--- src/rtl/subst_pkg.sv ---
// Shared types and defaults for the character substitution engine.
// Holds the control state encoding and the parameter defaults used by the top.
package subst_pkg;

   localparam int         DEFAULT_TABLE_DEPTH = 16;
   localparam logic [7:0] DEFAULT_PAD_CHAR    = 8'h20;

   typedef enum logic [1:0] {
      ST_IDLE = 2'd0,
      ST_LOAD = 2'd1,
      ST_RUN  = 2'd2
   } state_t;

endpackage

--- src/rtl/subst_engine_if.sv ---
// Text-in / substituted-text-out stream bundle with valid/ready handshakes.
// The engine uses the slave view; the character source/sink uses the master view.
interface subst_engine_if;

   logic       in_valid;
   logic       in_ready;
   logic [7:0] in_char;
   logic       out_valid;
   logic       out_ready;
   logic [7:0] out_char;
   logic       out_hit;

   modport slave (
      input  in_valid, in_char, out_ready,
      output in_ready, out_valid, out_char, out_hit
   );

   modport master (
      output in_valid, in_char, out_ready,
      input  in_ready, out_valid, out_char, out_hit
   );

endinterface

--- src/rtl/subst_table.sv ---
// Key/value substitution storage with one write port and a combinational
// lookup that returns the lowest-index live entry matching the key.
module subst_table
   import subst_pkg::*;
#(
   parameter int TABLE_DEPTH = DEFAULT_TABLE_DEPTH
) (
   input  logic                           clk,
   input  logic                           wr_en,
   input  logic [$clog2(TABLE_DEPTH)-1:0] wr_idx,
   input  logic [7:0]                     wr_key,
   input  logic [7:0]                     wr_val,
   input  logic [7:0]                     key,
   input  logic [$clog2(TABLE_DEPTH):0]   count,
   output logic                           hit,
   output logic [7:0]                     value
);

   localparam int CNT_W = $clog2(TABLE_DEPTH) + 1;

   logic [7:0]             key_mem [TABLE_DEPTH];
   logic [7:0]             val_mem [TABLE_DEPTH];
   logic [TABLE_DEPTH-1:0] match;

   always_ff @(posedge clk) begin
      if (wr_en) begin
         key_mem[wr_idx] <= wr_key;
         val_mem[wr_idx] <= wr_val;
      end
   end

   // Entries at or above the live count hold stale data from earlier loads.
   generate
      for (genvar gi = 0; gi < TABLE_DEPTH; gi++) begin : g_match
         localparam logic [CNT_W-1:0] ENTRY_IDX = CNT_W'(gi);
         assign match[gi] = (ENTRY_IDX < count) && (key_mem[gi] == key);
      end
   endgenerate

   // Walk from the top down so the lowest matching index is the last writer.
   always_comb begin
      hit   = 1'b0;
      value = 8'h00;
      for (int i = TABLE_DEPTH - 1; i >= 0; i--) begin
         if (match[i]) begin
            hit   = 1'b1;
            value = val_mem[i];
         end
      end
   end

endmodule

--- src/rtl/subst_engine.sv ---
// Character substitution engine: loads key/replacement pairs into a table,
// then streams text through it with a one-cycle registered lookup.
module subst_engine
   import subst_pkg::*;
#(
   parameter int         TABLE_DEPTH = DEFAULT_TABLE_DEPTH,
   parameter logic [7:0] PAD_CHAR    = DEFAULT_PAD_CHAR
) (
   input  logic           clk,
   input  logic           rst,
   input  logic           load_start,
   input  logic [5:0]     load_len,
   input  logic           pair_valid,
   input  logic [7:0]     pair_lhs,
   input  logic [7:0]     pair_rhs,
   output logic           load_done,
   output logic           load_ovf,
   subst_engine_if.slave  stream
);

   localparam int               IDX_W      = $clog2(TABLE_DEPTH);
   localparam int               CNT_W      = IDX_W + 1;
   localparam logic [CNT_W-1:0] TABLE_FULL = CNT_W'(TABLE_DEPTH);

   state_t           state_reg, state_next;
   logic [CNT_W-1:0] count_reg, count_next;
   logic [5:0]       recv_reg, recv_next;
   logic [5:0]       len_reg, len_next;
   logic [5:0]       recv_inc;
   logic             ovf_reg, ovf_next;
   logic             wr_en;

   logic             out_valid_reg;
   logic [7:0]       out_char_reg;
   logic             out_hit_reg;
   logic             accept;
   logic             table_hit;
   logic [7:0]       table_value;

   subst_table #(
      .TABLE_DEPTH (TABLE_DEPTH)
   ) u_table (
      .clk    (clk),
      .wr_en  (wr_en),
      .wr_idx (count_reg[IDX_W-1:0]),
      .wr_key (pair_lhs),
      .wr_val (pair_rhs),
      .key    (stream.in_char),
      .count  (count_reg),
      .hit    (table_hit),
      .value  (table_value)
   );

   always_ff @(posedge clk) begin
      if (rst) begin
         state_reg <= ST_IDLE;
         count_reg <= '0;
         recv_reg  <= '0;
         len_reg   <= '0;
         ovf_reg   <= 1'b0;
      end else begin
         state_reg <= state_next;
         count_reg <= count_next;
         recv_reg  <= recv_next;
         len_reg   <= len_next;
         ovf_reg   <= ovf_next;
      end
   end

   always_comb begin
      state_next = state_reg;
      count_next = count_reg;
      recv_next  = recv_reg;
      len_next   = len_reg;
      ovf_next   = ovf_reg;
      wr_en      = 1'b0;
      recv_inc   = recv_reg + 6'd1;

      case (state_reg)
         ST_LOAD: begin
            if (pair_valid) begin
               recv_next = recv_inc;
               // Pad pairs only advance the received count.
               if (pair_lhs != PAD_CHAR) begin
                  if (count_reg < TABLE_FULL) begin
                     wr_en      = 1'b1;
                     count_next = count_reg + 1'b1;
                  end else begin
                     ovf_next = 1'b1;
                  end
               end
               if (recv_inc == len_reg) begin
                  state_next = ST_RUN;
               end
            end
         end
         default: begin
         end
      endcase

      // A reload restarts from any state and overrides any pair this cycle.
      if (load_start) begin
         count_next = '0;
         recv_next  = '0;
         len_next   = load_len;
         ovf_next   = 1'b0;
         wr_en      = 1'b0;
         state_next = (load_len == 6'd0) ? ST_RUN : ST_LOAD;
      end
   end

   assign stream.in_ready = (state_reg == ST_RUN) && (!out_valid_reg || stream.out_ready);
   assign accept          = stream.in_valid && stream.in_ready;

   // Output register drains independently of the load state machine.
   always_ff @(posedge clk) begin
      if (rst) begin
         out_valid_reg <= 1'b0;
         out_char_reg  <= 8'h00;
         out_hit_reg   <= 1'b0;
      end else if (accept) begin
         out_valid_reg <= 1'b1;
         out_char_reg  <= table_hit ? table_value : stream.in_char;
         out_hit_reg   <= table_hit;
      end else if (stream.out_ready) begin
         out_valid_reg <= 1'b0;
      end
   end

   assign stream.out_valid = out_valid_reg;
   assign stream.out_char  = out_char_reg;
   assign stream.out_hit   = out_hit_reg;
   assign load_done        = (state_reg == ST_RUN);
   assign load_ovf         = ovf_reg;

endmodule

--- src/flat_wrapper.sv ---
// flat-port wrapper written by rule: the top's interface ports become plain ports
module subst_engine_flat import subst_pkg::*;
#(
   parameter int         TABLE_DEPTH = DEFAULT_TABLE_DEPTH,
   parameter logic [7:0] PAD_CHAR    = DEFAULT_PAD_CHAR
)
  (clk, rst, load_start, load_len, pair_valid, pair_lhs, pair_rhs, load_done, load_ovf, stream_in_valid, stream_in_char, stream_out_ready, stream_in_ready, stream_out_valid, stream_out_char, stream_out_hit);
  subst_engine_if stream_i ();
  input  logic clk;
  input  logic rst;
  input  logic load_start;
  input  logic [5:0] load_len;
  input  logic pair_valid;
  input  logic [7:0] pair_lhs;
  input  logic [7:0] pair_rhs;
  output logic load_done;
  output logic load_ovf;
  input wire logic [$bits(stream_i.in_valid)-1:0] stream_in_valid;
  input wire logic [$bits(stream_i.in_char)-1:0] stream_in_char;
  input wire logic [$bits(stream_i.out_ready)-1:0] stream_out_ready;
  output wire logic [$bits(stream_i.in_ready)-1:0] stream_in_ready;
  output wire logic [$bits(stream_i.out_valid)-1:0] stream_out_valid;
  output wire logic [$bits(stream_i.out_char)-1:0] stream_out_char;
  output wire logic [$bits(stream_i.out_hit)-1:0] stream_out_hit;
  assign stream_i.in_valid = stream_in_valid;
  assign stream_i.in_char = stream_in_char;
  assign stream_i.out_ready = stream_out_ready;
  assign stream_in_ready = stream_i.in_ready;
  assign stream_out_valid = stream_i.out_valid;
  assign stream_out_char = stream_i.out_char;
  assign stream_out_hit = stream_i.out_hit;
  subst_engine #(.TABLE_DEPTH(TABLE_DEPTH), .PAD_CHAR(PAD_CHAR)) u_core (.clk(clk), .rst(rst), .load_start(load_start), .load_len(load_len), .pair_valid(pair_valid), .pair_lhs(pair_lhs), .pair_rhs(pair_rhs), .load_done(load_done), .load_ovf(load_ovf), .stream(stream_i));
endmodule
--- config.mk ---
export PLATFORM = sky130hd
export DESIGN_NAME = subst_engine_flat
export DESIGN_NICKNAME = d
export VERILOG_FILES = /design/src/rtl/subst_pkg.sv /design/src/rtl/subst_engine_if.sv /design/src/rtl/subst_table.sv /design/src/rtl/subst_engine.sv /design/src/flat_wrapper.sv
export SDC_FILE = /design/constraint.sdc
export NUM_CORES = 1
export LEC_CHECK = 0
export ABC_AREA = 1
export BUFFER_PORTS_ARGS = -buffer_cell sky130_fd_sc_hd__buf_4
export CAP_MARGIN = 20
export CORE_MARGIN = 10
export CORE_UTILIZATION = 30
export DETAILED_ROUTE_END_ITERATION = 7
export PLACE_DENSITY = 0.49
export SYNTH_ARGS = -nofsm -noshare
export SYNTH_HDL_FRONTEND = slang
export SYNTH_SLANG_ARGS = --single-unit
export TNS_END_PERCENT = 5
--- constraint.sdc ---
create_clock -name clk -period 2.96 [get_ports clk]
set_input_delay 0.296 -clock clk [delete_from_list [all_inputs] [get_ports clk]]
set_output_delay 0.296 -clock clk [all_outputs]
set_load 0.005 [all_outputs]
# Word-level counts from Yosys, hierarchy flattened
# Memory sizes are Yosys's and may differ from the RTL's.
# Cells that the tools add are included.
# classes
add_sub_neg	2
magnitude_cmp	17
n_eq_ne	20
n_mux	47
bitwise_logic	1
reduce_logical	30
# op_table
cell	count
$mux W8	17
$eq A8 B8 Y1	16
$lt A4 B5 Y1 const A	8
$mux W1	25
$lt A3 B5 Y1 const A	4
$logic_and A1 B1 Y1	18
$lt A1 B5 Y1 const A	2
$lt A2 B5 Y1 const A	2
$mux W2	5
$ne A8 B6 Y1 const B	1
$reduce_and A4 Y1	2
$reduce_bool A2 Y1	4
$add A6 B1 Y6 const B	1
$eq A6 B6 Y1	1
$logic_not A6 Y1	1
$add A5 B1 Y5 const B	1
$lt A5 B5 Y1 const B	1
$reduce_and A3 Y1	1
$eq A2 B1 Y1 const B	1
$eq A2 B2 Y1 const B	1
$reduce_and A2 Y1	1
$reduce_or A2 Y1	1
$logic_not A1 Y1	1
$logic_or A1 B1 Y1	1
$not A1 Y1	1
# totals
register_bits	30
mem_bits_rw	256
in_bits	36
word_cells	127
n_memories	2
# memory_table
name	depth	word_bits	rd	rd_ports_with_merged_regs	write_ports	line	text
u_core.u_table.key_mem	16	8	16	0	1	subst_table.sv:21	logic [7:0] key_mem [TABLE_DEPTH];
u_core.u_table.val_mem	16	8	16	0	1	subst_table.sv:22	logic [7:0] val_mem [TABLE_DEPTH];

# Longest topological paths before layout
# Gate-level depths: netlist of run 1.
# depth
ltp_word	19
depth_mapped	29
mapped_depth_nobuf	27

# By module
# From an unflattened synthesis of run 1, not the netlist that was laid out.
# unflattened
hier_cells	1186
hier_area_um2	13010.0
# by_module_without_submodules
module	instances	cells_each	area_per_inst_um2
subst_table	1	980	11497.3
subst_engine	1	206	1512.7

# Worst setup path after synthesis of run 1
# OpenSTA, ideal clock, no wires.
# synth_path
path_kind	flip-flop to flip-flop
startpoint	register u_core.state_reg[1]
endpoint	memory u_core.u_table.key_mem[11][0] (enable)
arrival_time_ps	1760
slack_ps	812
path_stages_with_launch	7
n_path_buf	0
period_less_slack_ps	2148
cell_sequence	dfxtp_1 -> inv_1 -> nand3_1 -> inv_1 -> nand4_1 -> or2_2 -> nor2_1
# synth_via
elab_chain_cells	5
# synth_lines
element	line	text
start, declared	subst_engine.sv:25	state_t state_reg, state_next;
start signal, assigned	subst_engine.sv:62	state_reg <= state_next;
$eq A2 B1 Y1	subst_engine.sv:79	case (state_reg)
$mux W1	subst_engine.sv:79	
$mux W1	subst_engine.sv:102	if (load_start) begin
$mux W1	subst_table.sv:26	if (wr_en) begin
$mux W1 (not written as such)	subst_table.sv:27	key_mem[wr_idx] <= wr_key;
end, declared	subst_table.sv:21	
# Every way passes these cells.

# Final worst setup path of run 1
# layout_path
startpoint	register u_core.count_reg[2]
endpoint	register u_core.out_char_reg[6] (netlist: u_core.stream.out_char[6])
# layout_via
elab_chain_cells	19
word_cells_on_any_way	65
cone_classes	order compare: 16; mux: 33; reduce/logical: 16
# layout_lines
element	line	text
start, declared	subst_engine.sv:26	logic [CNT_W-1:0] count_reg, count_next;
start signal, assigned	subst_engine.sv:63	count_reg <= count_next;
$lt A4 B5 Y1	subst_table.sv:36	assign match[gi] = (ENTRY_IDX < count) && (key_mem[gi] == key);
$logic_and A1 B1 Y1	subst_table.sv:36	
$mux W8 / $mux W1 (equally long branches) (16 in series)	subst_table.sv:45	if (match[i]) begin
$mux W8 *	subst_engine.sv:123	out_char_reg <= table_hit ? table_value : stream.in_char;
end signal, assigned	subst_engine.sv:123	
end, declared	subst_engine.sv:34	logic [7:0] out_char_reg;
# Mark *: on every way between the ends. The rest lies on a longest branch, timed or not.
# A chain may end at the register's enable or synchronous reset.

==> results.txt, run 1 <==
Cell area after technology mapping = 13100 um^2
Share of the clock period used by the worst path = 90.6%
Vias in the first global route = 9285
Antenna violations before repair = 0
Critical path type = reg -> reg
TritonCTS Buffers = 35
Yosys warns = 0
DRT iter0 DRCs = 822
Vias = 9335
Peak Freq = 373 MHz
Slowest cell on crit path = dfxtp_2
Highest-utilization routing layer at the global route stage = met2
Y dimension of the die = 229 um
Peak supply drop = 312 uV
Type of destination of the critical path = register
Leftover overflow at the end of global routing = 0
Most used DFF post-synth = edfxtp_1
Final slew viol count = 0
R2R Setup Slk = 0.28 ns
Overall track demand over capacity in global routing = 14.1%
Mean area per synthesized cell = 10.5 um^2
Area delta synth->final = 23.0%
RSZ-0062 raised after global routing = yes
Final worst path period need = 2.68 ns
Met1 GRT Util = 19.1%
CTS tree = done
Remaining antenna violation count = 0
Global-route wire length before repair = 57.0 mm
Layout Cells excl Fill = 2031
Sort of element at the start of the critical path = register
P per Cell Area = 552 nW/um^2
Wire per inst = 18.4 um
Setup total negative slack = 0 ns
Width of the die = 229 um
Hold Worst Slack = 0.0321 ns
Slew HR = 61.4%
Final wirelength = 37.4 mm
Proportion of synthesized area in mux cells = 0.0765%
Simple-gate share of the synthesized area = 19.5%
Xor and xnor area share after synthesis = 5.36%
Dominant combinational cell family by area after synthesis = simple AND/OR/NAND/NOR gates
Ys async rst share = 0%
Total buffers and inverters traversed by the critical path = 3
Critical Path, Cell by Cell = inv_1 -> nand2_1 -> nor2_1 -> nor4_1 -> nand3_2 -> nand2_2 -> nor4_2 -> buf_4 -> nand4_1 -> buf_4 -> nand2_1 -> o21ai_0 -> nand2_1 -> a21oi_1
Number of standard cells after synthesis = 1244
Number of maximum-capacitance violations = 0
Kind of cell adding the most delay to the critical path = simple AND/OR/NAND/NOR gates
Iteration count of the initial detailed-routing pass = 5
Total non-filler cell area in the finished layout = 16100 um^2
Clock latency reported for the late side of the worst-skew pair = 0.52 ns
Boundary pin count = 49
Post-DP Area = 15000 um^2
Max incr delay on CP = 0.35 ns
Worst Skew = 0.0261 ns
Most used cell, CP = nand2_1
# DRC = 0
Die outline area = 52300 um^2
Core region area = 43100 um^2
Hold Buf Count CTS = 0
Layout cells sized above 1 = 20.8%
Critical Path AT = 3.08 ns
Clock tree buffer depth = 3
Tightest Pin Transition = 0.571 ns
Vias/cell = 4.60
Min-Delay Path Class = in -> reg
Adder and majority cell fraction of the synthesized area = 0.478%
CP max FO = 5
Most frequent cells in the layout = 280 x nand2_1, 256 x edfxtp_1, 166 x buf_4, 144 x nor2_1, 93 x inv_1
Total nets after synthesis = 1285
Critical Path RT = 3.36 ns
Final setup violation count = 0
Distinct cell type count after synthesis = 50
Final HPWL DP = 26.4 mm
Routing usage on met3 = 2.30%
Placement row count = 76
Total count of hold-check failures in the final report = 0
Number of fill cells in the layout = 4244
Commonest non-fill, non-tap cell in the layout = nand2_1
Input/output buffers = 48
Final layout net count = 1463
Lkg Pwr = 0.00625 uW
Sinks on the clock net = 286
Number of levels in the clock H-tree = 2
Status = complete, no violations
Global-route met2 utilization = 22.8%
Part of the Yosys area used for sequential elements = 63.4%
Pin count of the biggest net entering global routing = 18
Initial core utilization = 30.4%
Antenna Cells = 0
Instance count after placement with tap cells included = 1969
Clock transition at the registers of the reported paths = 0.06 ns
Count of state elements after synthesis = 286
Master cell of the clock root buffer = clkbuf_16
Routability-driven placement congestion ratio = 0.905
Post-synth EDFFs = 256
Synth Area in Compound Gates = 5.77%
==> kinds of logic (layout without fill, tap and decap cells) <==
logic type               Yosys count  count (layout)
AO/OA/AOI/OAI                    133             133
XOR/XNOR                          80              80
adder cells (fa/ha/maj)            5               5
buffers and inverters            156             358
flip-flops                       286             286
multiplexers                       1               1
AND/OR/NAND/NOR                  583             583
==> per-layer routing <==
layer | routed length, um | vias up
met1 | 17400 | 4470
met3 | 2070 | 55
met4 | 939 | 0
met2 | 17000 | 239
li1 | - | 4571
met5 | 0 | -
==> what timing repair did <==
| item | CTS | global route |
|---|---|---|
| gates resized for setup | 0 | 17 |
| endpoints found under the hold margin | 0 | 0 |
| buffers inserted | 0 | 1 |
| setup endpoints to repair | 0 | 9 |
==> cell usage after synthesis (5+ instances only) <==
master    instances  area share (%)
nand2_1         280             8.0
edfxtp_1        256              59
nor2_1          146             4.2
inv_1            93             2.7
o21ai_0          49             1.9
nand3_1          47             1.8
xor2_1           46             3.1
a21oi_1          41             1.6
xnor2_1          34             2.3
dfxtp_1          30             4.6
inv_2            27            0.77
or2_2            22             1.1
nand4_1          20            0.96
nor3_1           19            0.73
o21ai_1          14            0.54
buf_6            13             1.1
nor4_1           13            0.62
buf_2            11            0.42
or2_1             7            0.33
clkbuf_1          6            0.17
o21a_1            6            0.34
ha_1              5            0.48
nand3b_1          5            0.29
or2_0             5            0.24
==> final cells by class <==
type	count	area (um^2)	share of cell area (%)
clock buffer	47	931	5.79
sequential	286	8300	51.6
multi-input combinational	802	4120	25.6
clock inverter	14	121	0.755
inverter	122	463	2.88
timing repair buffer	175	1420	8.82
tap	585	732	4.55
==> where the power goes <==
part	switching (uW)	leakage, uW	internal, uW
sequential	11.2	0.00255	4410
clock	1630	0.000516	2380
combinational	281	0.00318	170
==> final timing paths <==
kind / to / depth (start not counted) / startpoint
hold reg to reg: u_core.stream.out_char[5]$_SDFFE_PP0P_ / 2 / u_core.stream.out_char[5]$_SDFFE_PP0P_
setup / recovery: u_core.stream.out_char[6]$_SDFFE_PP0P_ / 14 / u_core.count_reg[2]$_SDFFE_PP0P_
setup reg to reg: u_core.stream.out_char[6]$_SDFFE_PP0P_ / 14 / u_core.count_reg[2]$_SDFFE_PP0P_
hold / removal: u_core.stream.out_char[4]$_SDFFE_PP0P_ / 2 / rst
==> metrics by stage <==
stage	utilization, %	power [uW]	worst slack [ns]
floorplan	-	4710	0.812
global placement	34.7	4960	0.0636
detailed placement	34.7	4960	0.0589
CTS	37.2	8970	0.0401
global route	37.3	9180	-0.0235
finish	37.3	8880	0.278
Power figures use the tool's default switching activity.
==> inputs of run 2 (changes only) <==
==> constraint.sdc (replaced) <==
create_clock -name clk -period 2.8 [get_ports clk]
set_input_delay 0.28 -clock clk [delete_from_list [all_inputs] [get_ports clk]]
set_output_delay 0.28 -clock clk [all_outputs]
set_load 0.005 [all_outputs]
==> results.txt, run 2 (synthesis gave the netlist of run 1 again) <==
Status = complete, no violations
Slew HR = 62.9%
Share of the clock period used by the worst path = 91.3%
Tightest Pin Transition = 0.549 ns
Vias/cell = 4.59
R2R cell count = 15
Footprint of the flip-flops and latches = 8300 um^2
Total Power = 9050 uW
Lkg Pwr = 0.00598 uW
R2R Setup Slk = 0.24 ns
Startpoint of the most critical register-to-register path = u_core.count_reg[4]$_SDFFE_PP0P_
Number of levels in the clock H-tree = 2
Layout cells sized above 1 = 18.3%
Width of the die = 229 um
Slowest cell on crit path = dfxtp_4
Boundary pin count = 49
Core region area = 43100 um^2
Clock latency reported for the late side of the worst-skew pair = 0.53 ns
Vias in the first global route = 9101
Routability-driven placement congestion ratio = 0.889
Critical path type = reg -> reg
Commonest non-fill, non-tap cell in the layout = nand2_1
Worst hold path depth = 3
Combined area of the multi-input logic cells = 4140 um^2
Die outline area = 52300 um^2
Max incr delay on CP = 0.37 ns
Number of maximum-capacitance violations = 0
Sort of element at the start of the critical path = register
Area delta synth->final = 19.8%
TritonCTS Buffers = 34
Most frequent cells in the layout = 274 x nand2_1, 256 x edfxtp_1, 143 x nor2_1, 122 x buf_4, 92 x inv_1
Final wirelength = 36.4 mm
Vias = 9116
Master cell of the clock root buffer = clkbuf_16
CP max FO = 7
Kind of cell adding the most delay to the critical path = simple AND/OR/NAND/NOR gates
Final worst path period need = 2.56 ns
Peak Freq = 391 MHz
Clock transition at the registers of the reported paths = 0.06 ns
Worst Skew = 0.0214 ns
Initial core utilization = 30.4%
Antenna Cells = 0
Post-DP Area = 14600 um^2
Final HPWL DP = 25.4 mm
# DRC = 0
Global-route wire length before repair = 55.0 mm
Number of fill cells in the layout = 4268
WHS Endpoint = u_core.len_reg[0]$_SDFFE_PP0P_
Total buffers and inverters traversed by the critical path = 5
Pin count of the biggest net entering global routing = 18
Critical Path, Cell by Cell = nor2_2 -> inv_1 -> nor2_1 -> a311oi_1 -> nand3_2 -> nand2_2 -> nor4_1 -> buf_4 -> nand4_1 -> buf_4 -> inv_2 -> a21oi_1 -> nand3_1 -> nand2_1 -> inv_1
Antenna violations before repair = 1
Final layout net count = 1419
Min-Delay Path Class = in -> reg
Sinks on the clock net = 286
Critical Path AT = 3.02 ns
Type of destination of the critical path = register
Final slew viol count = 0
Total non-filler cell area in the finished layout = 15700 um^2
Placement row count = 76
Input/output buffers = 48
Total count of hold-check failures in the final report = 0
Post-layout utilization of the core = 36.4%
Worst Min Path Start = load_len[0]
P per Cell Area = 577 nW/um^2
Setup total negative slack = 0 ns
Y dimension of the die = 229 um
Peak supply drop = 302 uV
Iteration count of the initial detailed-routing pass = 7
DRT iter0 DRCs = 624
Remaining antenna violation count = 0
Final setup violation count = 0
Overall track demand over capacity in global routing = 13.6%
Endpoint of the lowest-slack register-to-register path = u_core.stream.out_char[7]$_SDFFE_PP0P_
Critical Path RT = 3.26 ns
Leftover overflow at the end of global routing = 0
CTS tree = done
Wire per inst = 18.4 um
Clock tree buffer depth = 3
[run 2: cell types whose count changed in the layout (fill, tap and decap cells not counted), sizes merged]
| cell | change |
|---|---|
| inv | +1 |
| bufinv | -2 |
| dlygate4sd3 | +4 |
| buf | -47 |
| clkbuf | -2 |
[run 2: repair_timing]
| item | CTS | global route |
|---|---|---|
| endpoints found under the setup margin | 0 | 9 |
| hold endpoints to repair | 8 | 0 |
| hold buffers | 4 | 0 |
| gates resized for setup | 0 | 25 |
| buffers inserted | 0 | 1 |
[run 2: worst reg2reg max path, cell delays in order (launching register included)]
cell and delay (ns):
dfxtp_4 0.37, nor2_2 0.27, inv_1 0.10, nor2_1 0.21
a311oi_1 0.17, nand3_2 0.13, nand2_2 0.10, nor4_1 0.24
buf_4 0.16, nand4_1 0.12, buf_4 0.19, inv_2 0.11
a21oi_1 0.09, nand3_1 0.13, nand2_1 0.06, inv_1 0.04
[run 2: how the worst max path moves through the flow]
stage / startpoint / endpoint / slack (ns) / cells past startpoint
5_1_grt: u_core.count_reg[4]$_SDFFE_PP0P_ / u_core.stream.out_char[1]$_SDFFE_PP0P_ / -0.009 / 25
3_3_place_gp: stream_in_char[3] / u_core.stream.out_char[0]$_SDFFE_PP0P_ / 0.07 / 23
4_1_cts: u_core.count_reg[0]$_SDFFE_PP0P_ / u_core.stream.out_char[3]$_SDFFE_PP0P_ / 0.04 / 24
2_1_floorplan: u_core.state_reg[1]$_SDFFE_PP0P_ / u_core.u_table.key_mem[11][0]$_DFFE_PP_ / 0.65 / 6
6_report: u_core.count_reg[4]$_SDFFE_PP0P_ / u_core.stream.out_char[7]$_SDFFE_PP0P_ / 0.24 / 15
3_5_place_dp: stream_in_char[3] / u_core.stream.out_char[1]$_SDFFE_PP0P_ / 0.04 / 23
[run 2: where the power goes]
group | total [uW] | internal [uW] | switching, uW | leakage (uW)
Combinational | 456 | 159 | 297 | 0.00296
Sequential | 4670 | 4660 | 12.6 | 0.00255
Clock | 3920 | 2240 | 1680 | 0.000468
[run 2: cell type report]
| class | instances | area share (%) |
|---|---|---|
| Tap cell | 585 | 4.67 |
| Timing Repair Buffer | 132 | 6.87 |
| Multi-Input combinational cell | 802 | 26.4 |
| Inverter | 122 | 2.95 |
| Clock buffer | 45 | 5.69 |
| Clock inverter | 13 | 0.471 |
| Sequential cell | 286 | 52.9 |
[run 2: per-layer routing]
layer  part of all wire, %  GRT usage (%)  wire length [um]  vias to the layer above
met5                     0              0                 0                        -
met4                   2.0           3.83               745                        0
met3                   5.4           2.52              1980                       43
met2                    46           21.9             16800                      233
met1                    47           18.4             16900                     4361
li1                      -              -                 -                     4479
[run 2: through the flow]
| step | worst slack (ns) | instances | hold WS (ns) |
|---|---|---|---|
| 2_1_floorplan | 0.652 | 1244 | 0.379 |
| 3_3_place_gp | 0.0652 | 1922 | 0.460 |
| 3_5_place_dp | 0.0407 | 1922 | 0.470 |
| 4_1_cts | 0.0418 | 1984 | 0.00179 |
| 5_1_grt | -0.00936 | 1985 | 0.0256 |
| 6_report | 0.244 | 1985 | 0.0214 |
